## src/rtl/pack.sv

```systemverilog
// Width up-converter: gathers D narrow lanes of W bits into one packed word,
// closing early on s_lst. One-cycle latency, single output register with backpressure.
module pack #(
    parameter int W = 8,
    parameter int D = 2
) (
    input  logic                 clk,
    input  logic                 rst,
    input  logic                 s_stb,
    input  logic [W-1:0]         s_dat,
    input  logic                 s_lst,
    output logic                 s_rdy,
    input  logic                 m_rdy,
    output logic                 m_stb,
    output logic [W*D-1:0]       m_dat,
    output logic                 m_lst,
    output logic [$clog2(D):0]   m_cnt
);
    localparam int IW = $clog2(D);

    logic [IW-1:0]  idx;
    logic [W*D-1:0] acc;
    logic [W*D-1:0] merged;
    logic           take;
    logic           done;

    assign s_rdy = !m_stb | m_rdy;
    assign take  = s_stb & s_rdy;
    assign done  = take & ((idx == IW'(D - 1)) | s_lst);

    // Lanes above idx are always zero in acc, so the merge doubles as the zero-fill.
    always_comb begin
        merged = acc;
        for (int k = 0; k < D; k++) begin
            if (idx == IW'(k)) merged[W*k +: W] = s_dat;
        end
    end

    always_ff @(posedge clk) begin
        if (rst) begin
            idx   <= '0;
            acc   <= '0;
            m_stb <= 1'b0;
            m_dat <= '0;
            m_lst <= 1'b0;
            m_cnt <= '0;
        end else begin
            if (m_stb & m_rdy) m_stb <= 1'b0;
            if (take) begin
                if (done) begin
                    m_dat <= merged;
                    m_stb <= 1'b1;
                    m_lst <= s_lst;
                    m_cnt <= {1'b0, idx} + 1'b1;
                    idx   <= '0;
                    acc   <= '0;
                end else begin
                    acc <= merged;
                    idx <= idx + 1'b1;
                end
            end
        end
    end
endmodule

```

## config.mk

```make
export PLATFORM = sky130hd
export DESIGN_NAME = pack
export DESIGN_NICKNAME = d
export VERILOG_FILES = /design/src/rtl/pack.sv
export SDC_FILE = /design/constraint.sdc
export NUM_CORES = 1
export LEC_CHECK = 0
export BUFFER_PORTS_ARGS = -buffer_cell sky130_fd_sc_hd__buf_4
export CORE_MARGIN = 4
export CORE_UTILIZATION = 57
export CTS_CLUSTER_SIZE = 14
export DETAILED_ROUTE_END_ITERATION = 6
export HOLD_SLACK_MARGIN = 0.03
export PLACE_DENSITY = 0.94
export SYNTH_ARGS = -nofsm -noshare
export SYNTH_HDL_FRONTEND = slang
export SYNTH_SLANG_ARGS = --single-unit
```

## constraint.sdc

```tcl
create_clock -name clk -period 3.2 [get_ports clk]
set_clock_uncertainty 0.1 [all_clocks]
set_input_delay 0.16 -clock clk [delete_from_list [all_inputs] [get_ports clk]]
set_output_delay 0.16 -clock clk [all_outputs]
set_load 0.02 [all_outputs]
```

# Word level (Yosys, flattened, before mapping)

Cells that the tools add are included.

Input bits: 13
Logic and storage cells: 22
Bits in registers: 37

Bitwise operators: 5
Reductions and logical operators: 2
Muxes and demuxes: 7
Add/sub/neg operators: 2

Operator list:

| kind                                                          | count |
|---|---|
| 16-bit 2-to-1 mux                                             | 1 |
| 8-bit 2-to-1 mux                                              | 2 |
| 1-bit 2-to-1 mux                                              | 4 |
| 1-bit AND                                                     | 3 |
| 1-bit by 1-bit adder with 2-bit output, second input constant | 1 |
| 1-bit OR                                                      | 2 |
| 2-bit AND reduction                                           | 1 |
| 1-bit adder, second input constant                            | 1 |
| 1-bit logical NOT                                             | 1 |

# Logic depth before layout (Yosys ltp)

Gate-level depths: netlist of the first run.

Word-level depth: 6
Gate-level depth with buffers: 6
Mapped depth without buffers: 4

# Worst setup path before layout of the first run

OpenSTA, ideal clock, no wires.

Kind: register -> register
Start: register m_stb
End: register idx
Setup time: 0.120 ns
Clock period less this slack: 1.427 ns
Arrival time: 1.206 ns
Path slack: 1.773 ns
Cell stages (with the launch flop): 7
Cell sequence: dfxtp_1 > nor2b_4 > inv_2 > buf_4 > buf_2 > a21oi_1 > nor3_1

Longest elaborated chain between the ends: 5

RTL lines:

| element                | RTL line | RTL |
|---|---|---|
| start, declared        | 14       | `output logic m_stb,` |
| start signal, assigned | 43       | `m_stb <= 1'b0;` |
| start signal, assigned | 48       | `if (m_stb & m_rdy) m_stb <= 1'b0;` |
| start signal, assigned | 52       | `m_stb <= 1'b1;` |
| 1-bit logical NOT *    | 27       | `assign s_rdy = !m_stb \| m_rdy;` |
| 1-bit OR *             | 27       |  |
| named net s_rdy        | 12       | `output logic s_rdy,` |
| 1-bit AND *            | 28       | `assign take = s_stb & s_rdy;` |
| 1-bit AND              | 29       | `assign done = take & ((idx == IW'(D - 1)) \| s_lst);` |
| 1-bit 2-to-1 mux       | 50       | `if (done) begin` |
| end signal, assigned   | 59       | `idx <= idx + 1'b1;` |
| end, declared          | 21       | `logic [IW-1:0] idx;` |

The timed path passes the listed nets; every way through them passes the cells marked *.
A chain may end at the register's enable or synchronous reset.

# Worst setup path after layout of the first run

Start: register idx
End: register m_dat[5]

Longest elaborated chain between the ends: 3
Elaborated cells on any way between the ends: 4
Classes of those cells: mux (1); bitwise (2); reduce/logical (1)

RTL lines:

| element                       | RTL line | RTL |
|---|---|---|
| 1-bit OR                      | 29       |  |
| 1-bit AND                     | 29       |  |
| 2-bit AND reduction (no line) | --       |  |
| end signal, assigned          | 51       | `m_dat <= merged;` |
| end, declared                 | 15       | `output logic [W*D-1:0] m_dat,` |

Parallel ways exist; a longest one is shown, timed or not.

==> results of run 1 <==
-- metal layers --
layer | GRT usage | vias up | wire length (um)
met3 | 0.05532 | 13 | 244
met1 | 0.2817 | 660 | 1564
li1 | - | 634 | -
met2 | 0.3985 | 53 | 2037
met5 | 0 | - | 0
met4 | 0.1362 | 0 | 119
-- synthesized netlist by cell type --
cell | count | area [um2]
sky130_fd_sc_hd__a31oi_4 | 1 | 21.27
sky130_fd_sc_hd__o21a_1 | 1 | 7.510
sky130_fd_sc_hd__dfxtp_1 | 37 | 740.7
sky130_fd_sc_hd__buf_4 | 1 | 7.510
sky130_fd_sc_hd__a21oi_1 | 9 | 45.04
sky130_fd_sc_hd__o21ai_0 | 8 | 40.04
sky130_fd_sc_hd__buf_1 | 2 | 7.510
sky130_fd_sc_hd__clkbuf_4 | 1 | 7.510
sky130_fd_sc_hd__a31oi_1 | 17 | 106.4
sky130_fd_sc_hd__inv_1 | 1 | 3.750
sky130_fd_sc_hd__buf_2 | 5 | 25.02
sky130_fd_sc_hd__o22ai_1 | 1 | 6.260
sky130_fd_sc_hd__nor2_4 | 1 | 11.26
sky130_fd_sc_hd__or2_1 | 1 | 6.260
sky130_fd_sc_hd__nand4_1 | 8 | 50.05
sky130_fd_sc_hd__nor3_1 | 2 | 10.01
sky130_fd_sc_hd__a211oi_2 | 5 | 62.56
sky130_fd_sc_hd__buf_6 | 5 | 56.30
sky130_fd_sc_hd__nor2b_4 | 1 | 13.76
sky130_fd_sc_hd__a211oi_1 | 11 | 82.58
sky130_fd_sc_hd__nand2_1 | 1 | 3.750
sky130_fd_sc_hd__nand3_1 | 1 | 5.000
sky130_fd_sc_hd__mux2i_1 | 16 | 160.2
sky130_fd_sc_hd__nor2b_1 | 1 | 6.260
sky130_fd_sc_hd__nor3_4 | 1 | 16.27
sky130_fd_sc_hd__clkbuf_1 | 1 | 3.750
sky130_fd_sc_hd__a22o_1 | 1 | 8.760
sky130_fd_sc_hd__and2_1 | 8 | 50.05
sky130_fd_sc_hd__and3_1 | 1 | 6.260
sky130_fd_sc_hd__inv_2 | 2 | 7.510
-- worst paths after layout --
check	endpoint	slack (ns)	cells after the start
setup / recovery	m_dat[5]$_SDFFE_PP0P_	1.34	4
hold / removal	acc[4]$_SDFFE_PP0P_	0.04	3
setup reg to reg	m_dat[5]$_SDFFE_PP0P_	1.34	4
hold reg to reg	acc[9]$_SDFFE_PP0P_	0.38	1
-- worst min-delay path, cell delays in order --
cell	delay [ns]
sky130_fd_sc_hd__buf_4	0.12
sky130_fd_sc_hd__nand4_1	0.09
sky130_fd_sc_hd__a21oi_1	0.07
-- cell usage in the layout (no fill, tap or decap), drive strengths merged, types with 2 or more instances in the layout --
cell type and instances:
a21oi 9, nor3 3, dlygate4sd3 7, buf 34, and2 8, mux2i 16
inv 3, o21ai 8, a211oi 16, clkbuf 7, nor2b 2, dfxtp 37
a31oi 18, nand4 8
-- sequential cells by signal, indices dropped and copies added (netlist names) --
signal  count
acc        16
m_stb       1
idx         1
m_lst       1
m_cnt       2
m_dat      16
-- cell type report --
class / count / area, um2 / area share
Inverter: 3 / 11.26 / 0.005960
Timing Repair Buffer: 41 / 325.3 / 0.1722
Sequential cell: 37 / 740.7 / 0.3921
Multi-Input combinational cell: 96 / 719.4 / 0.3808
Tap cell: 30 / 37.54 / 0.01987
Clock buffer: 7 / 55.05 / 0.02914
-- power groups by stage --
| stage | registers, mW | logic, mW | clock network (mW) |
|---|---|---|---|
| 5_1_grt | 0.502 | 0.209 | 0.277 |
| 3_3_place_gp | 0.507 | 0.176 | 0 |
| 3_5_place_dp | 0.509 | 0.186 | 0 |
| 4_1_cts | 0.499 | 0.194 | 0.253 |
| 6_report | 0.499 | 0.196 | 0.252 |
| 2_1_floorplan | 0.532 | 0.103 | 0 |
-- kinds of logic (layout without fill, tap and decap cells) --
| logic type | after synthesis | in the layout | synth area share |
|---|---|---|---|
| AO/OA/AOI/OAI | 54 | 54 | 0.2409 |
| flip-flops | 37 | 37 | 0.4691 |
| multiplexers | 16 | 16 | 0.1014 |
| AND/OR/NAND/NOR | 26 | 26 | 0.1133 |
| buffers and inverters | 18 | 51 | 0.07527 |
-- timing repair --
action / 4_1_cts / 5_1_grt
hold buffers: 7 / 0
endpoints found under the hold margin: 7 / 0
setup endpoints to repair: 0 / 0
-- stage by stage --
stage / std cells / setup WS, ns / hold slack, ns / util
floorplan: 151 / 1.773 / 0.2143 / -
global route: 214 / 1.173 / 0.05242 / 0.7359
finish: 214 / 1.341 / 0.04440 / 0.7359
CTS: 214 / 1.350 / 0.03660 / 0.7359
global placement: 200 / 1.507 / 0.3438 / 0.6871
detailed placement: 200 / 1.394 / 0.3532 / 0.6871
==> metrics.md, run 1 <==
| Metric | Value |
|---|---|
| Power share of the sequential group | `0.527` |
| Maxcap violations | `0` |
| Post-CTS clock slew at the launch and capture registers of the worst setup and hold paths | `0.11 ns` |
| Share of the clock period used by the worst path | `0.5811` |
| Portion of total power attributed to the clock network | `0.266` |
| RSZ-0062 raised after global routing | `no` |
| Total Negative Setup Slacks | `0 ns` |
| Kind of path behind the tightest hold check | `primary input to flip-flop` |
| Final-stage net count | `197` |
| Largest driver fanout on the critical path | `20` |
| Status | `complete, no violations` |
| R2r startpoint | `idx$_SDFFE_PP0P_` |
| Max-slew violation count | `0` |
| Endpoints failing setup | `0` |
| Kind of cell adding the most delay to the critical path | `simple AND/OR/NAND/NOR gates` |
| Number of antenna diodes | `0` |
| First-pass DRT Iterations | `4` |
| Layout cells sized above 1 | `0.2772` |
| Number of buffers added for setup after CTS | `0` |
| Origin of the worst min-delay path | `s_dat[4]` |
| Library cells used by synthesis | `30` |
| Proportion of power drawn by combinational gates | `0.207` |
| Vias per cell | `6.355` |
| Clock network latency to the later pin of the worst-skew pair | `0.35 ns` |
| Vias in the first global route | `1,375` |
| Overflow left after global routing | `0` |
| Synthesis-to-layout area growth | `19.65%` |
| Maximum single-stage delay on the critical path | `0.64 ns` |
| Area of the mapped netlist | `0.001579 mm2` |
| Maximum resistive drop on vdd | `0.0003863 V` |
| Proportion of synthesized chip area in sequential cells | `0.4691` |
| Count of synthesis-stage warnings from yosys | `0` |
| Category of the worst setup path launch point | `flip-flop` |
| Post-synthesis area per instance | `10.46 um2` |
| Arrival time at the worst endpoint | `1.95 ns` |
| Headroom to the max-slew limit | `0.4562` |
| Leakage power summed over all cells | `0.7164 nW` |
| Fillers | `192` |
| Final design area excluding fillers | `0.001889 mm2` |
| Die Wd | `60.63 um` |
| Overall via count from detail_route | `1,360` |
| Total clock buffers created by CTS | `5` |
| Internal power | `0.6698 mW` |
| Actual slew at the worst max-slew pin | `0.8131 ns` |
| Average wire length per cell after detail routing | `18.52 um` |
| Power dissipated by switching net loads | `0.2763 mW` |
| Crit-path slowest cell | `sky130_fd_sc_hd__nor3_4` |
| Count of standard-cell rows | `18` |
| Required @ worst endpoint | `3.29 ns` |
| Estimated wirelength of the detail-placed design | `2.700 mm` |
| Maximum clock rate | `537.8 MHz` |
| Clock tree from TritonCTS | `done` |
| Area of the core region | `0.002567 mm2` |
| CP endpoint kind | `flip-flop` |
| Count of pins on the block boundary | `34` |
| Net Sw Frac | `0.2920` |
| Root buf cell | `sky130_fd_sc_hd__clkbuf_4` |
| Total power consumption of the routed design | `0.9461 mW` |
| Clock sinks | `37` |
| Overall track demand over capacity in global routing | `0.2392` |
| Post-Synthesis Net Count | `164` |
| Starting density of the core | `0.6150` |
| Post-layout min period | `1.859 ns` |
| Number of antenna violations at the first check in global routing | `0` |
| CTS max path bufs | `2` |
| Count of port buffers added during placement | `33` |
| Initial drt markers | `53` |
| Total power divided by cell area | `500.7 mW/mm2` |
| Count of antenna-violating nets left after detailed routing | `0` |
| Cell chain of the critical path | `buf_4 -> nor2_4 -> nor3_4 -> a211oi_1` |
| Largest net degree at the start of global routing | `31` |
| Gates resized, CTS repair | `0` |
| Global-route wire length before repair | `6.354 mm` |
| Kind of critical path | `flip-flop to flip-flop` |
| Source of the critical timing path | `idx$_SDFFE_PP0P_` |
| Floorplan die area | `0.003676 mm2` |
| Total buffers and inverters traversed by the critical path | `1` |
| Number of H-tree branching levels | `2` |
| Routability Congestion | `0.8688` |
| Flip-flop and latch count after synthesis | `37` |
| Chip Height | `60.63 um` |
| Post-detailed-routing wire length | `3.964 mm` |
| Placement-stage cell area | `0.001764 mm2` |
| Remaining DRCs | `0` |
| Fin. Hold Viols | `0` |
| Number of standard cells after synthesis | `151` |
(Power assumes the default switching activity.)
==> run 2, diff against run 1 <==
CORE_UTILIZATION = 48   (was 57)
PLACE_DENSITY = 0.86   (was 0.94)
clock period = 1.6 ns   (was 3.2 ns; I/O delays follow)
==> run 2 against run 1 <==
Net effect: critical path type is now primary input to flip-flop; worst setup slack worse by 1.2 ns; clock power grew to 3.2 times the previous value; largest cell class unchanged; combinational power is 110% higher; die area is 16% higher; critical path depth is 1 higher; flip-flop and latch count stayed put.
==> metrics.md, run 2 (synthesized netlist as in run 1, its figures left out) <==
| Metric | Value |
|---|---|
| Largest net degree at the start of global routing | `31` |
| Maxcap violations | `0` |
| Vias per cell | `5.924` |
| Overall track demand over capacity in global routing | `0.2032` |
| Number of H-tree branching levels | `2` |
| Overflow left after global routing | `0` |
| Area of the core region | `0.003103 mm2` |
| Met2 track demand over resource in global routing | `0.3375` |
| Number of buffers added for setup after CTS | `0` |
| Remaining DRCs | `0` |
| Crit-path slowest cell | `sky130_fd_sc_hd__dlygate4sd3_1` |
| Kind of path behind the tightest hold check | `primary input to flip-flop` |
| Vias in the first global route | `1,299` |
| Min-Delay Endpoint | `acc[3]$_SDFFE_PP0P_` |
| Most common library cell in the layout ignoring fill and taps | `sky130_fd_sc_hd__buf_4` |
| Chip Height | `65.36 um` |
| Largest driver fanout on the critical path | `17` |
| Layout cells sized above 1 | `0.3093` |
| Number of antenna violations at the first check in global routing | `0` |
| Placement-stage cell area | `0.001839 mm2` |
| Status | `complete, no violations` |
| Cell chain of the critical path | `dlygate4sd3_1 -> buf_4 -> or2_2 -> a31oi_4 -> and2_1` |
| GRT busiest layer | `met2` |
| Initial drt markers | `138` |
| R2r startpoint | `idx$_SDFFE_PP0P_` |
| Category of the worst setup path launch point | `primary input` |
| Arrival time at the worst endpoint | `1.71 ns` |
| Fillers | `229` |
| Starting density of the core | `0.5089` |
| Endpoints failing setup | `0` |
| Max-slew violation count | `0` |
| First-pass DRT Iterations | `7` |
| Estimated wirelength of the detail-placed design | `2.692 mm` |
| Post-detailed-routing wire length | `4.103 mm` |
| Final design area excluding fillers | `0.002042 mm2` |
| Average wire length per cell after detail routing | `17.24 um` |
| Largest regs | `acc (16), m_dat (16), m_cnt (2)` |
| Floorplan die area | `0.004271 mm2` |
| Die Wd | `65.36 um` |
| Kind of critical path | `primary input to flip-flop` |
| Number of antenna diodes | `0` |
| Cell depth of the worst flop-to-flop path | `5` |
| Total Negative Setup Slacks | `0 ns` |
| Met1 layer usage reported by global route | `0.2508` |
| Maximum clock rate | `663.9 MHz` |
| Fin. Hold Viols | `0` |
| Total power consumption of the routed design | `2.228 mW` |
| R2R setup slack | `0.14 ns` |
| Met3 usage in global routing | `0.04786` |
| Synthesis-to-layout area growth | `29.32%` |
| Share of the clock period used by the worst path | `0.9414` |
| Overall via count from detail_route | `1,410` |
| Clock sinks | `37` |
| Routability Congestion | `0.7868` |
| Required @ worst endpoint | `1.81 ns` |
| Critical register-to-register path endpoint | `m_dat[2]$_SDFFE_PP0P_` |
| Actual slew at the worst max-slew pin | `0.3719 ns` |
| Count of standard-cell rows | `20` |
| Origin of the worst min-delay path | `s_stb` |
| Total power divided by cell area | `1091 mW/mm2` |
| Maximum resistive drop on vdd | `0.0005278 V` |
| Count of port buffers added during placement | `33` |
| Maximum single-stage delay on the critical path | `0.54 ns` |
| Final-stage net count | `206` |
| CTS max path bufs | `2` |
| Leading cell types in the layout, fill and taps excluded | `sky130_fd_sc_hd__buf_4, sky130_fd_sc_hd__dfxtp_1, sky130_fd_sc_hd__a31oi_1, sky130_fd_sc_hd__mux2i_1, sky130_fd_sc_hd__a211oi_1` |
| Count of antenna-violating nets left after detailed routing | `0` |
| Leakage power summed over all cells | `0.7889 nW` |
| Post-layout min period | `1.506 ns` |
| Clock tree from TritonCTS | `done` |
| Post-CTS clock slew at the launch and capture registers of the worst setup and hold paths | `0.11 ns` |
| CP endpoint kind | `flip-flop` |
| Cell depth of the worst min-delay path | `3` |
| Global-route wire length before repair | `6.520 mm` |
| RSZ-0062 raised after global routing | `no` |
| Clock network latency to the later pin of the worst-skew pair | `0.36 ns` |
| Headroom to the max-slew limit | `0.7521` |
| Count of pins on the block boundary | `34` |
| Root buf cell | `sky130_fd_sc_hd__clkbuf_4` |
| Total clock buffers created by CTS | `5` |
==> run 2: changes by cell type in the layout (fill, tap and decap cells not counted) <==
| cell | previous run | this run |
|---|---|---|
| sky130_fd_sc_hd__buf_4 | 34 | 39 |
| sky130_fd_sc_hd__bufinv_16 | 0 | 2 |
| sky130_fd_sc_hd__clkbuf_1 | 1 | 0 |
| sky130_fd_sc_hd__or2_1 | 1 | 0 |
| sky130_fd_sc_hd__clkinv_2 | 0 | 1 |
| sky130_fd_sc_hd__dlygate4sd3_1 | 7 | 10 |
| sky130_fd_sc_hd__clkbuf_8 | 1 | 0 |
| sky130_fd_sc_hd__or2_2 | 0 | 1 |
| sky130_fd_sc_hd__buf_12 | 0 | 1 |
==> run 2: per-layer routing <==
layer / vias up / share of wire / routed length [um]
met5: - / 0 / 0
met4: 0 / 0.017 / 70
met3: 5 / 0.058 / 238
met2: 68 / 0.51 / 2080
met1: 678 / 0.42 / 1713
li1: 659 / - / -
==> run 2: cell type report <==
| type | count | area, um2 | share of cell area |
|---|---|---|---|
| clock inverter | 3 | 65.06 | 0.03186 |
| tap | 44 | 55.05 | 0.02696 |
| inverter | 3 | 11.26 | 0.005515 |
| multi-input combinational | 96 | 719.4 | 0.3523 |
| clock buffer | 5 | 37.54 | 0.01838 |
| sequential | 37 | 740.7 | 0.3627 |
| timing repair buffer | 50 | 412.9 | 0.2022 |
==> run 2: worst max path at each step <==
stage                                start                     to  slack, ns  cells after the start
after floorplan           m_stb$_SDFF_PP0_       idx$_SDFFE_PP0P_       0.17                      6
after global placement    idx$_SDFFE_PP0P_   acc[13]$_SDFFE_PP0P_       0.22                      3
after detailed placement  idx$_SDFFE_PP0P_  m_dat[9]$_SDFFE_PP0P_       0.13                      3
after CTS                            s_lst   acc[15]$_SDFFE_PP0P_       0.09                      5
after global routing                 s_lst   acc[15]$_SDFFE_PP0P_       0.05                      5
final                                s_lst    acc[9]$_SDFFE_PP0P_       0.09                      5
==> run 2: worst max-delay path, delay by kind of cell <==
| family | cells | cell delay (ns) |
|---|---|---|
| buffers and inverters | 2 | 0.70 |
| AO/OA/AOI/OAI | 1 | 0.32 |
| AND/OR/NAND/NOR | 2 | 0.60 |
==> run 2: report_power, final <==
group	switching (mW)	total (mW)	internal, mW
Sequential	0.0275	0.999	0.971
Clock	0.333	0.816	0.484
Combinational	0.233	0.413	0.180
==> run 2: stage by stage <==
| step | utilization | hold slack [ns] | instances | worst slack [ns] |
|---|---|---|---|---|
| after floorplan | - | 0.1343 | 151 | 0.1734 |
| after global placement | 0.5927 | 0.2819 | 220 | 0.2162 |
| after detailed placement | 0.5927 | 0.2993 | 220 | 0.1310 |
| after CTS | 0.6581 | 0.04482 | 238 | 0.08691 |
| after global routing | 0.6581 | 0.04413 | 238 | 0.04773 |
| final | 0.6581 | 0.05690 | 238 | 0.09379 |
==> run 2: repair_timing <==
item | in CTS | in global routing
resized for setup | 0 | 1
setup endpoints to repair | 0 | 11
hold buffers | 10 | 0
hold endpoints to repair | 18 | 0
